### config.mk
export PLATFORM = sky130hd
export DESIGN_NAME = detect_annunciator
export DESIGN_NICKNAME = d
export VERILOG_FILES = /design/src/rtl/detect_annunciator.sv
export SDC_FILE = /design/constraint.sdc
export NUM_CORES = 1
export LEC_CHECK = 0
export BUFFER_PORTS_ARGS = -buffer_cell sky130_fd_sc_hd__buf_4
export CAP_MARGIN = 20
export CORE_MARGIN = 4
export CORE_UTILIZATION = 43
export DETAILED_ROUTE_END_ITERATION = 8
export PLACE_DENSITY = 0.7
export RECOVER_POWER = 25
export SLEW_MARGIN = 0
export SYNTH_ARGS = -nofsm -noshare
export SYNTH_HDL_FRONTEND = slang
export SYNTH_SLANG_ARGS = --single-unit
### constraint.sdc
create_clock -name clk -period 3.8 [get_ports clk]
set_input_delay 0.38 -clock clk [delete_from_list [all_inputs] [get_ports clk]]
set_output_delay 0.38 -clock clk [all_outputs]
set_load 0.01 [all_outputs]
### src/rtl/detect_annunciator.sv
// -----------------------------------------------------------------------------
// detect_annunciator
//
// Purpose: counts consecutive TARGET results from a recogniser and raises an
//          audible alert. An alert is a square-wave tone on the piezo output
//          that lasts BEEP_CYCLES clocks. Alerts raised are counted, and the
//          count saturates at 255.
//
// Optional feature: define DETECT_HOLDOFF_EN to add a HOLDOFF lockout of
//          HOLDOFF_CYCLES clocks after each alert. Without the macro, no
//          HOLDOFF state or counter is built.
//
// Ports:
//   clk        system clock (rising edge)
//   reset      asynchronous active-low reset
//   enable     1 = alerts may be armed; 0 = streak held at 0
//   mute       1 = beep held low (state machine unaffected)
//   result_dv  one-cycle strobe, result valid
//   result     recogniser class code [CLASS_W]
//   beep       registered tone to piezo
//   led        last received class code [CLASS_W]
//   busy       registered, high while not ARMED
//   alert_cnt  saturating alert counter [8]
// -----------------------------------------------------------------------------
module detect_annunciator #(
    parameter int unsigned CLASS_W        = 2,
    parameter int unsigned TARGET         = 1,
    parameter int unsigned CONSEC         = 2,
    parameter int unsigned BEEP_CYCLES    = 50000000,
    parameter int unsigned TONE_HALF      = 6250,
    parameter int unsigned HOLDOFF_CYCLES = 25000000
) (
    input  logic               clk,
    input  logic               reset,
    input  logic               enable,
    input  logic               mute,
    input  logic               result_dv,
    input  logic [CLASS_W-1:0] result,
    output logic               beep,
    output logic [CLASS_W-1:0] led,
    output logic               busy,
    output logic [7:0]         alert_cnt
);

    localparam int unsigned STREAK_W = $clog2(CONSEC + 1);
    localparam int unsigned BEEP_W   = $clog2(BEEP_CYCLES + 1);
    localparam int unsigned TONE_W   = $clog2(TONE_HALF + 1);

    // Elaboration-time parameter sanity check.
    if (CONSEC < 1 || BEEP_CYCLES < 1 || TONE_HALF < 1 || HOLDOFF_CYCLES < 1) begin : g_bad_param
        $error("detect_annunciator: CONSEC, BEEP_CYCLES, TONE_HALF and HOLDOFF_CYCLES must be >= 1");
    end

`ifdef DETECT_HOLDOFF_EN
    localparam int unsigned HOLD_W = $clog2(HOLDOFF_CYCLES + 1);
    typedef enum logic [1:0] {
        ST_ARMED   = 2'd0,
        ST_BEEP    = 2'd1,
        ST_HOLDOFF = 2'd2
    } state_t;
`else
    typedef enum logic {
        ST_ARMED = 1'b0,
        ST_BEEP  = 1'b1
    } state_t;
`endif

    state_t              state;
    state_t              next_state;

    logic [STREAK_W-1:0] streak;
    logic [STREAK_W-1:0] streak_n;
    logic [BEEP_W-1:0]   beep_cnt;
    logic [BEEP_W-1:0]   beep_cnt_n;
    logic [TONE_W-1:0]   tone_cnt;
    logic [TONE_W-1:0]   tone_cnt_n;
    logic                tone;
    logic                tone_n;
    logic                beep_n;
    logic                busy_n;
    logic [CLASS_W-1:0]  led_n;
    logic [7:0]          alert_cnt_n;

    logic                is_target_c;
    logic                fire_c;
    logic                beep_last_c;
    logic                tone_last_c;

`ifdef DETECT_HOLDOFF_EN
    logic [HOLD_W-1:0]   hold_cnt;
    logic [HOLD_W-1:0]   hold_cnt_n;
    logic                hold_last_c;

    assign hold_last_c = (hold_cnt == HOLD_W'(HOLDOFF_CYCLES - 1));
`endif

    // Alert trigger: the result that completes the streak while armed.
    assign is_target_c = (result == CLASS_W'(TARGET));
    assign fire_c      = (state == ST_ARMED) && result_dv && enable && is_target_c
                         && (streak == STREAK_W'(CONSEC - 1));
    assign beep_last_c = (beep_cnt == BEEP_W'(BEEP_CYCLES - 1));
    assign tone_last_c = (tone_cnt == TONE_W'(TONE_HALF - 1));

    // State register.
    always_ff @(posedge clk or negedge reset) begin
        if (!reset) begin
            state <= ST_ARMED;
        end else begin
            state <= next_state;
        end
    end

    // Next-state logic.
    always_comb begin
        next_state = state;
        case (state)
            ST_ARMED: begin
                if (fire_c) begin
                    next_state = ST_BEEP;
                end
            end
            ST_BEEP: begin
                if (beep_last_c) begin
`ifdef DETECT_HOLDOFF_EN
                    next_state = ST_HOLDOFF;
`else
                    next_state = ST_ARMED;
`endif
                end
            end
`ifdef DETECT_HOLDOFF_EN
            ST_HOLDOFF: begin
                if (hold_last_c) begin
                    next_state = ST_ARMED;
                end
            end
`endif
            default: next_state = ST_ARMED;
        endcase
    end

    // Output/datapath logic: next values for counters and registered outputs.
    always_comb begin
        streak_n    = '0;
        beep_cnt_n  = '0;
        tone_cnt_n  = '0;
        tone_n      = 1'b0;
        led_n       = led;
        alert_cnt_n = alert_cnt;
`ifdef DETECT_HOLDOFF_EN
        hold_cnt_n  = '0;
`endif

        if (result_dv) begin
            led_n = result;
        end

        // Streak only advances while armed and enabled; otherwise it stays 0.
        if ((state == ST_ARMED) && enable) begin
            streak_n = streak;
            if (result_dv) begin
                streak_n = (is_target_c && !fire_c) ? streak + STREAK_W'(1) : '0;
            end
        end

        if (fire_c && (alert_cnt != 8'hFF)) begin
            alert_cnt_n = alert_cnt + 8'd1;
        end

        // Counters and tone run only while staying in BEEP, so every entry starts clean.
        if ((state == ST_BEEP) && (next_state == ST_BEEP)) begin
            beep_cnt_n = beep_cnt + BEEP_W'(1);
            if (tone_last_c) begin
                tone_cnt_n = '0;
                tone_n     = ~tone;
            end else begin
                tone_cnt_n = tone_cnt + TONE_W'(1);
                tone_n     = tone;
            end
        end

`ifdef DETECT_HOLDOFF_EN
        if ((state == ST_HOLDOFF) && (next_state == ST_HOLDOFF)) begin
            hold_cnt_n = hold_cnt + HOLD_W'(1);
        end
`endif

        // Registered outputs are computed from next state so they align with it.
        beep_n = (next_state == ST_BEEP) && tone_n && !mute;
        busy_n = (next_state != ST_ARMED);
    end

    // Datapath and output registers.
    always_ff @(posedge clk or negedge reset) begin
        if (!reset) begin
            streak    <= '0;
            beep_cnt  <= '0;
            tone_cnt  <= '0;
            tone      <= 1'b0;
            beep      <= 1'b0;
            busy      <= 1'b0;
            led       <= '0;
            alert_cnt <= '0;
        end else begin
            streak    <= streak_n;
            beep_cnt  <= beep_cnt_n;
            tone_cnt  <= tone_cnt_n;
            tone      <= tone_n;
            beep      <= beep_n;
            busy      <= busy_n;
            led       <= led_n;
            alert_cnt <= alert_cnt_n;
        end
    end

`ifdef DETECT_HOLDOFF_EN
    // Holdoff counter register.
    always_ff @(posedge clk or negedge reset) begin
        if (!reset) begin
            hold_cnt <= '0;
        end else begin
            hold_cnt <= hold_cnt_n;
        end
    end
`endif

endmodule

After elaboration in Yosys (flattened, before gate mapping)
Cells that the tools add are included.
{ "word_totals": {"reg_bits": 54, "latch_bits": 0, "mem_bits_rw": 0, "romBits": 0, "input_bits": 7, "elab_cells": 43, "memories": 0} }
{ "classes": {"n_addsub": 4, "multipliers": 0, "div_mod_pow": 0, "n_lt_le_gt_ge": 0, "n_eq_ne": 6, "shifts": 0, "muxes": 11, "bitwise_logic": 2, "n_reduce_logical": 12} }
{ "op_table": {"columns": ["op", "count"], "rows": [
  ["26-bit by 1-bit adder with 26-bit output (second input constant)", 1],
  ["26-bit equality test (second input constant)", 1],
  ["13-bit two-way mux", 2],
  ["26-bit two-way mux", 1],
  ["13-bit by 1-bit adder with 13-bit output (second input constant)", 1],
  ["13-bit equality test (second input constant)", 1],
  ["1-bit logical AND", 10],
  ["8-bit by 1-bit adder with 8-bit output (second input constant)", 1],
  ["8-bit inequality test (second input constant)", 1],
  ["2-bit two-way mux", 3],
  ["2-bit by 1-bit equality test with 1-bit output (second input constant)", 2],
  ["1-bit two-way mux", 4],
  ["2-bit by 1-bit adder with 2-bit output (second input constant)", 1],
  ["1-bit logical NOT", 2],
  ["2-bit inequality test (second input constant)", 1],
  ["1-bit inverter", 2],
  ["1-bit case mux with 2 select lines", 1]
]} }

Depth between registers and ports, before layout
Gate-level depths: netlist (run 1).
{ "depth": {"word_depth": 11, "ltp_mapped": 7} }

Worst setup path before layout (run 1)
No wires, ideal clock.
{ "synth_timing": {"kind": "register to register", "startpoint": "register beep_cnt[0]", "endpoint": "register busy", "setup_time_ns": 0.120, "t_arrival_ns": 1.848, "required_ns": 3.680, "path_slack_ns": 1.832, "path_stages_with_launch": 8, "path_buffers": 2, "synth_period_minus_slack_ns": 1.968, "cell_sequence": "dfrtp_1 > ha_1 > nand4_1 > or4_4 > o21ai_2 > buf_4 > buf_6 > nand2_1"} }
{ "synth_between": {"elab_chain_len": 3} }
{ "synth_rtl": {"columns": ["item", "line", "source"], "rows": [
  ["start, declared", "73", "logic [BEEP_W-1:0] beep_cnt;"],
  ["start signal, assigned", "206", "beep_cnt <= beep_cnt_n;"],
  ["26-bit equality test", "101", "assign beep_last_c = (beep_cnt == BEEP_W'(BEEP_CYCLES - 1));"],
  ["1-bit two-way mux", "123", "if (beep_last_c) begin"],
  ["1-bit case mux with 2 select lines", "116", "case (state)"],
  ["net busy_n", "80", "logic busy_n;"],
  ["end signal, assigned", "210", "busy <= busy_n;"],
  ["end, declared", "41", "output logic busy,"]
]} }
The timed path passes the listed nets, and every way through them passes these cells.
A chain may end at the register's enable or synchronous reset.

==> results of run 1 <==
[routing by layer]
metal | part of all wire, % | GRT usage, %
met4 | 1.1 | 3.35
met2 | 47 | 23.5
met5 | 0 | 0
met1 | 48 | 18.1
met3 | 3.9 | 3.50
[through the flow]
step / worst slack [ns] / hold WS (ns) / std cells / instance area (um2)
2_1_floorplan: 1.83 / 0.0844 / 266 / 2690
3_3_place_gp: 1.32 / 0.463 / 355 / 2890
3_5_place_dp: 1.25 / 0.472 / 355 / 2890
4_1_cts: 1.22 / 0.131 / 363 / 3030
5_1_grt: 0.636 / 0.199 / 363 / 3030
6_report: 1.25 / 0.216 / 363 / 3030
[report_power, final]
| part | internal [mW] | switching (mW) | leakage, nW | total, mW |
|---|---|---|---|---|
| Clock | 0.281 | 0.186 | 0.0714 | 0.467 |
| Combinational | 0.00826 | 0.0146 | 0.501 | 0.0228 |
| Sequential | 0.576 | 0.00109 | 0.711 | 0.577 |
[worst max path at each step]
stage | start | end | slack, ns | depth (start not counted)
floorplan | beep_cnt[0] | busy | 1.83 | 7
CTS | beep_cnt[0] | beep_cnt[2] | 1.22 | 6
global route | reset | beep_cnt[0] | 0.64 | 1
detailed placement | beep_cnt[0] | beep_cnt[10] | 1.25 | 6
global placement | beep_cnt[0] | beep | 1.32 | 6
finish | reset | beep_cnt[4] | 1.25 | 1
[flip-flops by register name, indices dropped and copies added, names as in the netlist]
name	count
streak	2
beep	1
beep_cnt	26
led	2
busy	1
tone	1
tone_cnt	13
alert_cnt	8
[kinds of logic (layout without fill, tap and decap cells)]
family | Yosys count | in the layout | synth area share (%)
compound gates | 32 | 32 | 7.34
xor+xnor | 32 | 32 | 10.4
fa+ha+maj | 5 | 5 | 2.32
buf+inv | 15 | 37 | 2.88
flops | 54 | 54 | 50.2
mux | 3 | 3 | 1.25
simple gates | 125 | 125 | 25.6
[Yosys cell counts (all sizes together)]
cell,n
or4b,1
nor4,5
inv,10
nand2,19
nor2,37
or4,8
and3,2
nor3,6
and3b,2
nand3,16
nor3b,1
nand3b,1
o31a,1
mux2,3
dfrtp,54
or2,1
o2111ai,1
nand4b,2
nand4,8
o32ai,1
buf,5
and4,3
nand2b,1
nor2b,2
ha,5
a2111oi,3
nor4bb,1
a21oi,11
and2,2
or4bb,1
o31ai,4
or3,5
o21ai,10
xor2,12
xnor2,20
o22ai,1
nand4bb,1
[final cells by class]
cell class	instances	area share, %
Multi-Input combinational cell	197	41.8
Tap cell	75	3.10
Clock buffer	6	2.73
Inverter	10	1.24
Timing Repair Buffer	19	4.58
Clock inverter	2	1.98
Sequential cell	54	44.6
[layout by cell type (no fill, tap or decap), types with 2 or more instances in the layout]
| cell | n |
|---|---|
| xor2_1 | 12 |
| dfrtp_1 | 54 |
| buf_4 | 18 |
| nor4_1 | 5 |
| inv_1 | 10 |
| and2_1 | 2 |
| or3_1 | 5 |
| and3_1 | 2 |
| ha_1 | 5 |
| mux2_2 | 3 |
| xnor2_1 | 20 |
| o21ai_0 | 8 |
| nor2_1 | 37 |
| nand2_1 | 19 |
| nand3_1 | 15 |
| nor2b_1 | 2 |
| or4_4 | 2 |
| o31ai_1 | 4 |
| nand4b_1 | 2 |
| nand4_1 | 8 |
| and3b_1 | 2 |
| clkbuf_8 | 6 |
| a2111oi_0 | 3 |
| or4_1 | 5 |
| bufinv_16 | 2 |
| a21oi_1 | 11 |
| nor3_1 | 6 |
==> summary.log, run 1 <==
[sta] clock period minus final worst setup slack 2.55 ns
[critical_path] reg2reg setup slack 1.26 ns
[critical_path] RR Startpoint beep_cnt[0]
[critical_path] worst reg-to-reg path cell count 6
[global_route] initial antenna violation count 0
[finish] number of antenna cells inserted 0
[floorplan] Die Y 87.2 um
[global_route] largest net degree at the start of global routing 55
[critical_path] required time at the endpoint of the critical path 3.61 ns
[synthesis] Post-Synthesis Cell Area 2690 um2
[placed_design] count of buffers from port buffering 18
[floorplan] Core Footprint 5990 um2
[critical_path] slowest cell on the critical path clkbuf_1
[detailed_routing] total DRC errors in the routed layout 0
[clock_network] number of CTS-inserted buffers 5
[synthesis] per-instance average area after synthesis 10.1 um2
[power_and_ir_drop] pwr/cell area 352 nW/um2
[min_path] endpoint of the worst hold path beep
[sta] Achievable Freq 392 MHz
[clock_network] post-CTS sizing 0
[clock_network] CTS sink cnt 54
[power_and_ir_drop] Static Leak 1.28 nW
[global_route] first-pass GRT wire length 8.48 mm
[synthesis] Synth Net Count 278
[min_path] hold depth 2
[detailed_routing] number of nets with antenna violations after routing 0
[placed_design] gpl congestion 0.778
[detailed_routing] wire length after detailed routing 5.01 mm
[sta] actual slew at the worst max-slew pin 2.81 ns
[sta] setup tns final 0 ns
[detailed_routing] initial DRC count 109
[critical_path] sum of buffers and inverters on the critical path 1
[detailed_routing] final routed wire length divided by cell count 13.8 um
[critical_path] Max FO, Critical Path 54
[floorplan] I/O pin count 19
[clock_network] clock tree from TritonCTS done
[min_path] source of the worst hold timing path mute
[critical_path] arrival time of data at the critical path endpoint 2.37 ns
[synthesis] total of warnings raised by yosys 0
[clock_network] worst-skew pair later-pin latency 0.31 ns
[finish] synthesis-to-finish area growth 12.4%
[synthesis] Distinct cells, synth 46
[min_path] worst hold path class in -> reg
[sta] final count of hold timing violations 0
[detailed_routing] count of TritonRoute iterations in the first routing pass 5
[critical_path] worst reg2reg path endpoint beep_cnt[2]
[synthesis] area share of the largest cell type after synthesis 50.2%
[synthesis] share of synthesized area occupied by flip-flops and latches 50.2%
[finish] final cell utilization of the core 50.6%
[critical_path] family with the most delay on the worst path buffers and inverters
[floorplan] initial cell density of the core 45.0%
[power_and_ir_drop] Total Power 1.07 mW
[global_route] GR Util All Layers 14.0%
[floorplan] Horiz. Die Dim 87.2 um
[finish] area used by multi-input combinational logic 1260 um2
[detailed_routing] via count of the routed design 1986
[global_route] overflow left after global routing 0
[synthesis] total of flip-flops plus latches after synthesis 54
[placed_design] Post-DP HPWL 3.47 mm
[clock_network] Post-CTS Repair Setup Buffers 0
[critical_path] Largest stage delay, worst path 1.95 ns
[floorplan] die footprint 7600 um2
[sta] RSZ-0062 raised after global routing no
[clock_network] number of hold-repair buffers added at the cts stage 0
[critical_path] launching element type of the critical path input pin
[status] failing checks max-capacitance violations, max-slew violations
[detailed_routing] via density per instance 5.47
[finish] storage element area 1350 um2
[finish] Final Net Count 299
[sta] number of setup violations in the final report 0
[flow_run] max-capacitance violation count 1
[sta] worst setup skew after layout 0.00725 ns
[synthesis] number of standard cells after synthesis 266
[clock_network] Clk pin slew, worst setup/hold paths 0.09 ns
[critical_path] classification of the worst setup path in -> async
[status] status complete, but fails checks
[sta] Tcrit/Tclk final 67.2%
[sta] Max Transition Viols Final 55
[floorplan] standard-cell row count 28
[clock_network] number of levels the H-tree was split into 2
[clock_network] number of buffers between clock root and the deepest sink 2
[critical_path] endpoint class of the critical path asynchronous set/reset pin
[critical_path] chain of cells forming the critical path clkbuf_1
[sta] worst relative slew slack -87.4%
[synthesis] cell accounting for the most synthesized area dfrtp_1
[synthesis] top post-synthesis cells by area dfrtp_1, xnor2_1, nor2_1
[global_route] number of global-route vias before repair 1881
[finish] layout cell share with drive strength beyond 1 13.2%
[power_and_ir_drop] Worst IR Drop VDD 0.162 mV
[clock_network] Root Buffer Master clkbuf_8
[finish] fill count 544
Note: power is estimated with default switching activity, not from simulation.
==> inputs of run 2 (changes only) <==
- ABC_AREA: unset -> 1
- clock period: 3.8 -> 2.6 ns (I/O delays scaled with it)
==> run 2 against run 1 <==
Against the previous run: sequential share of layout area down 4.3 points; non-clock buffer count down 1; clock skew down 0.0019 ns; the run now ends clean; clock-buffer cell count down 1; utilization down 1.5 points.
==> summary.log, run 2 <==
[detailed_routing] via count of the routed design 2539 [+28%]
[global_route] initial antenna violation count 0 [unchanged]
[detailed_routing] final routed wire length divided by cell count 11.6 um [-16%]
[clock_network] worst-skew pair later-pin latency 0.30 ns [about the same]
[global_route] GR Util All Layers 15.9% [+1.9 points]
[critical_path] Max FO, Critical Path 32 [-41%]
[sta] final count of hold timing violations 0 [unchanged]
[floorplan] I/O pin count 19 [unchanged]
[critical_path] worst reg2reg path endpoint beep_cnt[7]
[finish] synthesis-to-finish area growth 9.98%
[global_route] number of global-route vias before repair 2414 [+28%]
[clock_network] clock tree from TritonCTS done
[critical_path] reg2reg setup slack 0.84 ns [-0.42 ns]
[synthesis] top post-synthesis cells by area dfrtp_1, nand2_1, nor2_1
[clock_network] CTS sink cnt 54 [unchanged]
[floorplan] standard-cell row count 30 [+7.1%]
[clock_network] post-CTS sizing 0 [unchanged]
[power_and_ir_drop] Worst IR Drop VDD 0.350 mV [+120%]
[critical_path] arrival time of data at the critical path endpoint 1.94 ns [-0.43 ns]
[critical_path] cell repeated most along the worst path nand2_2
[clock_network] number of levels the H-tree was split into 2 [unchanged]
[power_and_ir_drop] Static Leak 1.41 nW [+9.6%]
[synthesis] number of standard cells after synthesis 421 [+58%]
[critical_path] endpoint of the most critical setup path beep_cnt[7]
[critical_path] classification of the worst setup path reg -> reg
[flow_run] max-capacitance violation count 0 [-1]
[placed_design] gpl congestion 0.936 [+20%]
[synthesis] share of synthesized area occupied by flip-flops and latches 44.4% [-5.8 points]
[synthesis] total of warnings raised by yosys 0 [unchanged]
[sta] setup tns final 0 ns [unchanged]
[power_and_ir_drop] Total Power 1.55 mW [+45%]
[finish] commonest non-fill, non-tap cell in the layout nand2_1
[finish] highest-count cells in the layout ignoring fill and taps nand2_1, nor2_1, dfrtp_1
[critical_path] worst reg-to-reg path cell count 8 [+2]
[finish] layout cell share with drive strength beyond 1 7.69% [-5.5 points]
[sta] clock period minus final worst setup slack 1.76 ns
[critical_path] startpoint of the worst setup timing path beep_cnt[0]
[sta] worst-case setup margin in the final layout 0.836 ns [-0.412 ns]
[critical_path] WP depth 8 [+7]
[finish] register bank with the most flops beep_cnt
[global_route] first-pass GRT wire length 11.0 mm [+30%]
[min_path] worst hold path class in -> reg
[min_path] source of the worst hold timing path mute
[detailed_routing] count of TritonRoute iterations in the first routing pass 5 [unchanged]
[clock_network] Post-CTS Repair Setup Buffers 0 [unchanged]
[finish] fill count 683 [+26%]
[detailed_routing] total DRC errors in the routed layout 0 [unchanged]
[global_route] largest net degree at the start of global routing 55 [unchanged]
[floorplan] initial cell density of the core 44.6% [-0.39 points]
[synthesis] Synth Net Count 433 [+56%]
[synthesis] Post-Synthesis Cell Area 3050 um2 [+13%]
[critical_path] Largest stage delay, worst path 0.42 ns [-1.53 ns]
[synthesis] per-instance average area after synthesis 7.23 um2 [-29%]
[sta] Achievable Freq 567 MHz
[sta] RSZ-0062 raised after global routing no
[synthesis] most frequently used cell type in the post-synthesis netlist nand2_1
[critical_path] family with the most delay on the worst path simple AND/OR/NAND/NOR gates
[finish] flip-flop count of the largest register, all copies and words added 26 [unchanged]
[finish] biggest regs beep_cnt (26), tone_cnt (13), alert_cnt (8)
[sta] worst relative slew slack 11.1% [+98 points]
[clock_network] number of CTS-inserted buffers 5 [unchanged]
[floorplan] Die Y 92.2 um [+5.7%]
[sta] worst setup skew after layout 0.00534 ns [-0.00191 ns]
[critical_path] RR Startpoint beep_cnt[0]
[synthesis] async set-reset flop share out of synthesis 100% [unchanged]
[sta] number of setup violations in the final report 0 [unchanged]
[critical_path] endpoint class of the critical path flop
[critical_path] required time at the endpoint of the critical path 2.78 ns [-0.83 ns]
[synthesis] cell accounting for the most synthesized area dfrtp_1
[placed_design] count of buffers from port buffering 18 [unchanged]
[sta] Tcrit/Tclk final 67.8%
[floorplan] Horiz. Die Dim 92.2 um [+5.7%]
[clock_network] Clk pin slew, worst setup/hold paths 0.10 ns [about the same]
[detailed_routing] wire length after detailed routing 6.24 mm [+24%]
[clock_network] number of hold-repair buffers added at the cts stage 0 [unchanged]
[clock_network] number of buffers between clock root and the deepest sink 2 [unchanged]
[placed_design] Post-DP HPWL 4.65 mm [+34%]
[power_and_ir_drop] pwr/cell area 461 nW/um2 [+31%]
[detailed_routing] number of nets with antenna violations after routing 0 [unchanged]
[global_route] overflow left after global routing 0 [unchanged]
[synthesis] total of flip-flops plus latches after synthesis 54 [unchanged]
[placed_design] dpl ws 0.819 ns [-0.428 ns]
[detailed_routing] via density per instance 4.72 [-14%]
[floorplan] Core Footprint 6830 um2 [+14%]
[critical_path] launching element type of the critical path flop
[sta] Max Transition Viols Final 0 [-100%]
[finish] Final Net Count 454 [+52%]
[synthesis] Distinct cells, synth 24 [-48%]
[critical_path] slowest cell on the critical path dfrtp_1
[synthesis] Post-synth EDFFs 0 [unchanged]
[clock_network] Root Buffer Master clkbuf_8
[synthesis] most used standard cells in the synthesized netlist nand2_1, nor2_1, dfrtp_1
[detailed_routing] initial DRC count 123 [+13%]
[sta] actual slew at the worst max-slew pin 1.33 ns [-1.48 ns]
[synthesis] area share of the largest cell type after synthesis 44.4% [-5.8 points]
[floorplan] die footprint 8490 um2 [+12%]
[critical_path] chain of cells forming the critical path ha_1, nand2_2, nor2_4, nand2_1, nor2_1, nand2_2, nand2_4, nor3_1
[status] status finished, final reports clean
[synthesis] Most used DFF post-synth dfrtp_1
[critical_path] sum of buffers and inverters on the critical path 0 [-1]
[finish] number of antenna cells inserted 0 [unchanged]
## run 2: changes by cell type in the layout (fill, tap and decap cells not counted), sizes merged, moves of 4 or more
| cell | change |
|---|---|
| a21oi | -10 |
| inv | +36 |
| nand2 | +112 |
| nand3 | +9 |
| nor2 | +67 |
| nor3 | +4 |
| nor4 | -5 |
| o31ai | -4 |
| or3 | -5 |
| or4 | -8 |
| xnor2 | -10 |
## run 2: cell families (layout without fill, tap and decap cells)
| family | after synthesis | count (layout) | share of synthesized area (%) |
|---|---|---|---|
| AOI/OAI and AO/OA | 14 | 14 | 2.67 |
| xor gates and xnor gates | 22 | 22 | 6.33 |
| adders and majority gates | 5 | 5 | 2.05 |
| buffers and inverters | 50 | 71 | 7.52 |
| DFF | 54 | 54 | 44.4 |
| and+or+nand+nor | 276 | 276 | 37.1 |
## run 2: final cells by class
type	instances	area (um2)	share of cell area, %
Clock buffer	5	68.8	2.05
Clock inverter	2	38.8	1.16
Inverter	46	173	5.16
Multi-Input combinational cell	317	1470	43.7
Sequential cell	54	1350	40.3
Tap cell	96	120	3.59
Timing Repair Buffer	18	133	3.96
## run 2: metrics by stage
stage	hold WS [ns]	util [%]	cell area, um2	instances
floorplan	-0.0356	-	3050	421
global placement	0.342	47.5	3240	531
detailed placement	0.351	47.5	3240	531
CTS	0.0110	49.1	3350	538
global route	0.0988	49.0	3350	538
finish	0.111	49.0	3350	538
## run 2: worst min-delay path by stage
stage	to	slack, ns	cells past startpoint
3_5_place_dp	beep_cnt[15]	0.35	1
5_1_grt	beep	0.1	2
6_report	beep	0.11	2
2_1_floorplan	alert_cnt[0]	-0.04	0
4_1_cts	beep_cnt[15]	0.01	1
3_3_place_gp	beep_cnt[21]	0.34	1
## run 2: report_power, final
| part | leakage (nW) | switching, mW | internal [mW] | total [mW] |
|---|---|---|---|---|
| clock network | 0.0542 | 0.271 | 0.284 | 0.555 |
| registers | 0.748 | 0.0219 | 0.856 | 0.878 |
| logic | 0.605 | 0.0764 | 0.0356 | 0.112 |
| total | 1.41 | 0.369 | 1.18 | 1.55 |
## run 2: layer usage
metal	vias to the layer above	global-route usage, %	wire, um
li1	1326	-	-
met1	1149	22.4	3010
met2	51	25.1	2920
met4	0	4.21	95
met5	-	0	0
met3	13	2.95	205
==> inputs of run 3 (changes only) <==
- ABC_AREA: 1 -> 0
- PLACE_DENSITY: 0.7 -> 0.72
- clock period: 2.6 -> 1.6 ns (I/O delays scaled with it)
==> run 3 against run 2 <==
Against the previous run: the run now ends with negative setup slack left; sequential share of layout area decreased by 3.6 points; cell count is 22% lower; sequential power increased by 56%; critical endpoint is now beep_cnt[11]; clock power grew 69%; highest routed layer unchanged.
==> summary.log, run 3 (synthesized netlist as in run 1, its figures left out) <==
[detailed_routing] via count of the routed design 2261 [-11%]
[detailed_routing] total DRC errors in the routed layout 0 [unchanged]
[global_route] initial antenna violation count 0 [unchanged]
[power_and_ir_drop] sequential group share of total power 57.8% [+1.0 points]
[finish] number of antenna cells inserted 0 [unchanged]
[finish] synthesis-to-finish area growth 36.5%
[finish] register bank with the most flops beep_cnt
[sta] RSZ-0062 raised after global routing yes
[sta] worst setup skew after layout 0.00918 ns [+0.00384 ns]
[placed_design] Placed Instances 402 [-24%]
[sta] Achievable Freq 500 MHz [-12%]
[clock_network] Root Buffer Master clkbuf_8
[sta] Max Transition Viols Final 0 [unchanged]
[critical_path] Max FO, Critical Path 6 [-81%]
[critical_path] slowest cell on the critical path or4bb_1
[sta] final count of hold timing violations 0 [unchanged]
[finish] final non-filler cell total 418 [-22%]
[global_route] first-pass GRT wire length 10.6 mm [-3.5%]
[min_path] worst hold path class in -> reg
[sta] worst-case setup margin in the final layout -0.399 ns [-1.24 ns]
[status] status complete, but fails checks
[flow_run] max-capacitance violation count 0 [unchanged]
[floorplan] Die Y 87.2 um [-5.4%]
[finish] final cell utilization of the core 61.4% [+12 points]
[placed_design] gpl congestion 0.853 [-8.8%]
[global_route] largest net degree at the start of global routing 55 [unchanged]
[sta] clock period minus final worst setup slack 2.00 ns [+0.235 ns]
[critical_path] endpoint class of the critical path flop
[sta] Tcrit/Tclk final 125% [+57 points]
[global_route] number of global-route vias before repair 2360 [-2.2%]
[placed_design] Post-DP HPWL 4.12 mm [-11%]
[clock_network] clock tree from TritonCTS done
[detailed_routing] number of nets with antenna violations after routing 0 [unchanged]
[global_route] GR Util All Layers 17.5% [+1.6 points]
[critical_path] family with the most delay on the worst path simple AND/OR/NAND/NOR gates
[clock_network] worst-skew pair later-pin latency 0.31 ns [about the same]
[floorplan] initial cell density of the core 45.0% [+0.39 points]
[power_and_ir_drop] Int Power 1.89 mW [+61%]
[floorplan] standard-cell row count 28 [-6.7%]
[floorplan] Horiz. Die Dim 87.2 um [-5.4%]
[critical_path] sum of buffers and inverters on the critical path 2 [+2]
[detailed_routing] count of TritonRoute iterations in the first routing pass 4 [-1]
[clock_network] Clk pin slew, worst setup/hold paths 0.09 ns [about the same]
[power_and_ir_drop] Worst IR Drop VDD 0.450 mV [+29%]
[critical_path] launching element type of the critical path flop
[placed_design] cell area after placement 3260 um2 [+0.42%]
[placed_design] count of buffers from port buffering 18 [unchanged]
[clock_network] number of buffers between clock root and the deepest sink 2 [unchanged]
[finish] commonest non-fill, non-tap cell in the layout buf_4
[floorplan] Core Footprint 5990 um2 [-12%]
[sta] worst relative slew slack 50.2% [+39 points]
[critical_path] required time at the endpoint of the critical path 1.80 ns [-0.98 ns]
[sta] number of setup violations in the final report 42 [+42]
[finish] Final Net Count 355 [-22%]
[finish] highest-count cells in the layout ignoring fill and taps buf_4, dfrtp_1, nor2_1
[sta] Min Hold Slack 0.0983 ns [-0.0131 ns]
[floorplan] I/O pin count 19 [unchanged]
[clock_network] number of levels the H-tree was split into 2 [unchanged]
[detailed_routing] via density per instance 5.41 [+15%]
[sta] actual slew at the worst max-slew pin 0.747 ns [-0.587 ns]
[clock_network] number of CTS-inserted buffers 5 [unchanged]
[critical_path] chain of cells forming the critical path or4bb_1, or4_4, o21ai_4, buf_4, clkbuf_16, nor2_1
[power_and_ir_drop] switching part of the total 20.2% [-3.7 points]
[sta] setup tns final -14.02 ns [-14.02 ns]
[power_and_ir_drop] switching power 0.479 mW [+30%]
[clock_network] CTS sink cnt 54 [unchanged]
[power_and_ir_drop] clock network power share 39.6% [+3.7 points]
[global_route] overflow left after global routing 0 [unchanged]
[floorplan] die footprint 7600 um2 [-11%]
[finish] biggest regs beep_cnt (26), tone_cnt (13), alert_cnt (8)
[critical_path] arrival time of data at the critical path endpoint 2.20 ns [+0.26 ns]
[finish] Design Area, Final 3680 um2 [+9.7%]
[power_and_ir_drop] Static Leak 1.59 nW [+13%]
[status] failing checks negative setup slack
[detailed_routing] initial DRC count 173 [+41%]
[detailed_routing] wire length after detailed routing 6.22 mm [-0.29%]
[finish] layout cell share with drive strength beyond 1 32.9% [+25 points]
[critical_path] Largest stage delay, worst path 0.50 ns [+0.08 ns]
[power_and_ir_drop] Logic pwr share 2.6% [-4.6 points]
[power_and_ir_drop] pwr/cell area 646 nW/um2 [+40%]
[detailed_routing] final routed wire length divided by cell count 14.9 um [+28%]
[critical_path] classification of the worst setup path reg -> reg
[finish] flip-flop count of the largest register, all copies and words added 26 [unchanged]
==> run 3: per-layer routing <==
layer | wire length (um) | track usage (%) | part of all wire, %
met4 | 104 | 4.60 | 1.7
met2 | 3230 | 30.2 | 52
met3 | 280 | 3.31 | 4.5
met5 | 0 | 0 | 0
met1 | 2600 | 22.4 | 42
==> run 3: final cells by class <==
cell class              instances  area (um2)
clock buffers                   6        82.6
clock inverters                 1        30.0
fillers                       472        2310
inverters                      10        37.5
multi-input cells             197        1450
flip-flops and latches         54        1350
well taps                      75        93.8
repair buffers                 75         631
==> run 3: power by group through the flow <==
stage	registers (mW)	logic [mW]	clock network, mW
after global placement	1.40	0.0589	0
final	1.37	0.0627	0.939
after floorplan	1.40	0.00700	0
after detailed placement	1.40	0.0607	0
after CTS	1.37	0.0649	0.954
after global routing	1.37	0.0712	1.01
==> run 3: per-stage QoR <==
stage | setup slack (ns) | power (mW)
CTS | -0.349 | 2.39
detailed placement | -0.357 | 1.46
finish | -0.399 | 2.37
floorplan | -0.331 | 1.41
global placement | -0.365 | 1.46
global route | -0.452 | 2.45
==> run 3: what timing repair did <==
item | CTS | global route
buffers inserted | 4 | 1
pin swaps | 2 | 13
hold buffers | 2 | 0
cloned | 1 | 2
hold endpoints to repair | 55 | 0
resized for setup | 14 | 28
setup endpoints to repair | 45 | 48
==> run 3: path summary, 6_finish.rpt <==
| kind | depth (start not counted) | slack [ns] | end | from |
|---|---|---|---|---|
| max reg2reg | 6 | -0.40 | beep_cnt[11] | beep_cnt[18] |
| min | 2 | 0.1 | led[0] | result[0] |
| min reg2reg | 2 | 0.49 | streak[1] | streak[1] |
| max in group asynchronous | 2 | 0.63 | beep_cnt[9] | reset |
| min in group asynchronous | 2 | 0.46 | alert_cnt[4] | reset |
| max | 6 | -0.40 | beep_cnt[11] | beep_cnt[18] |
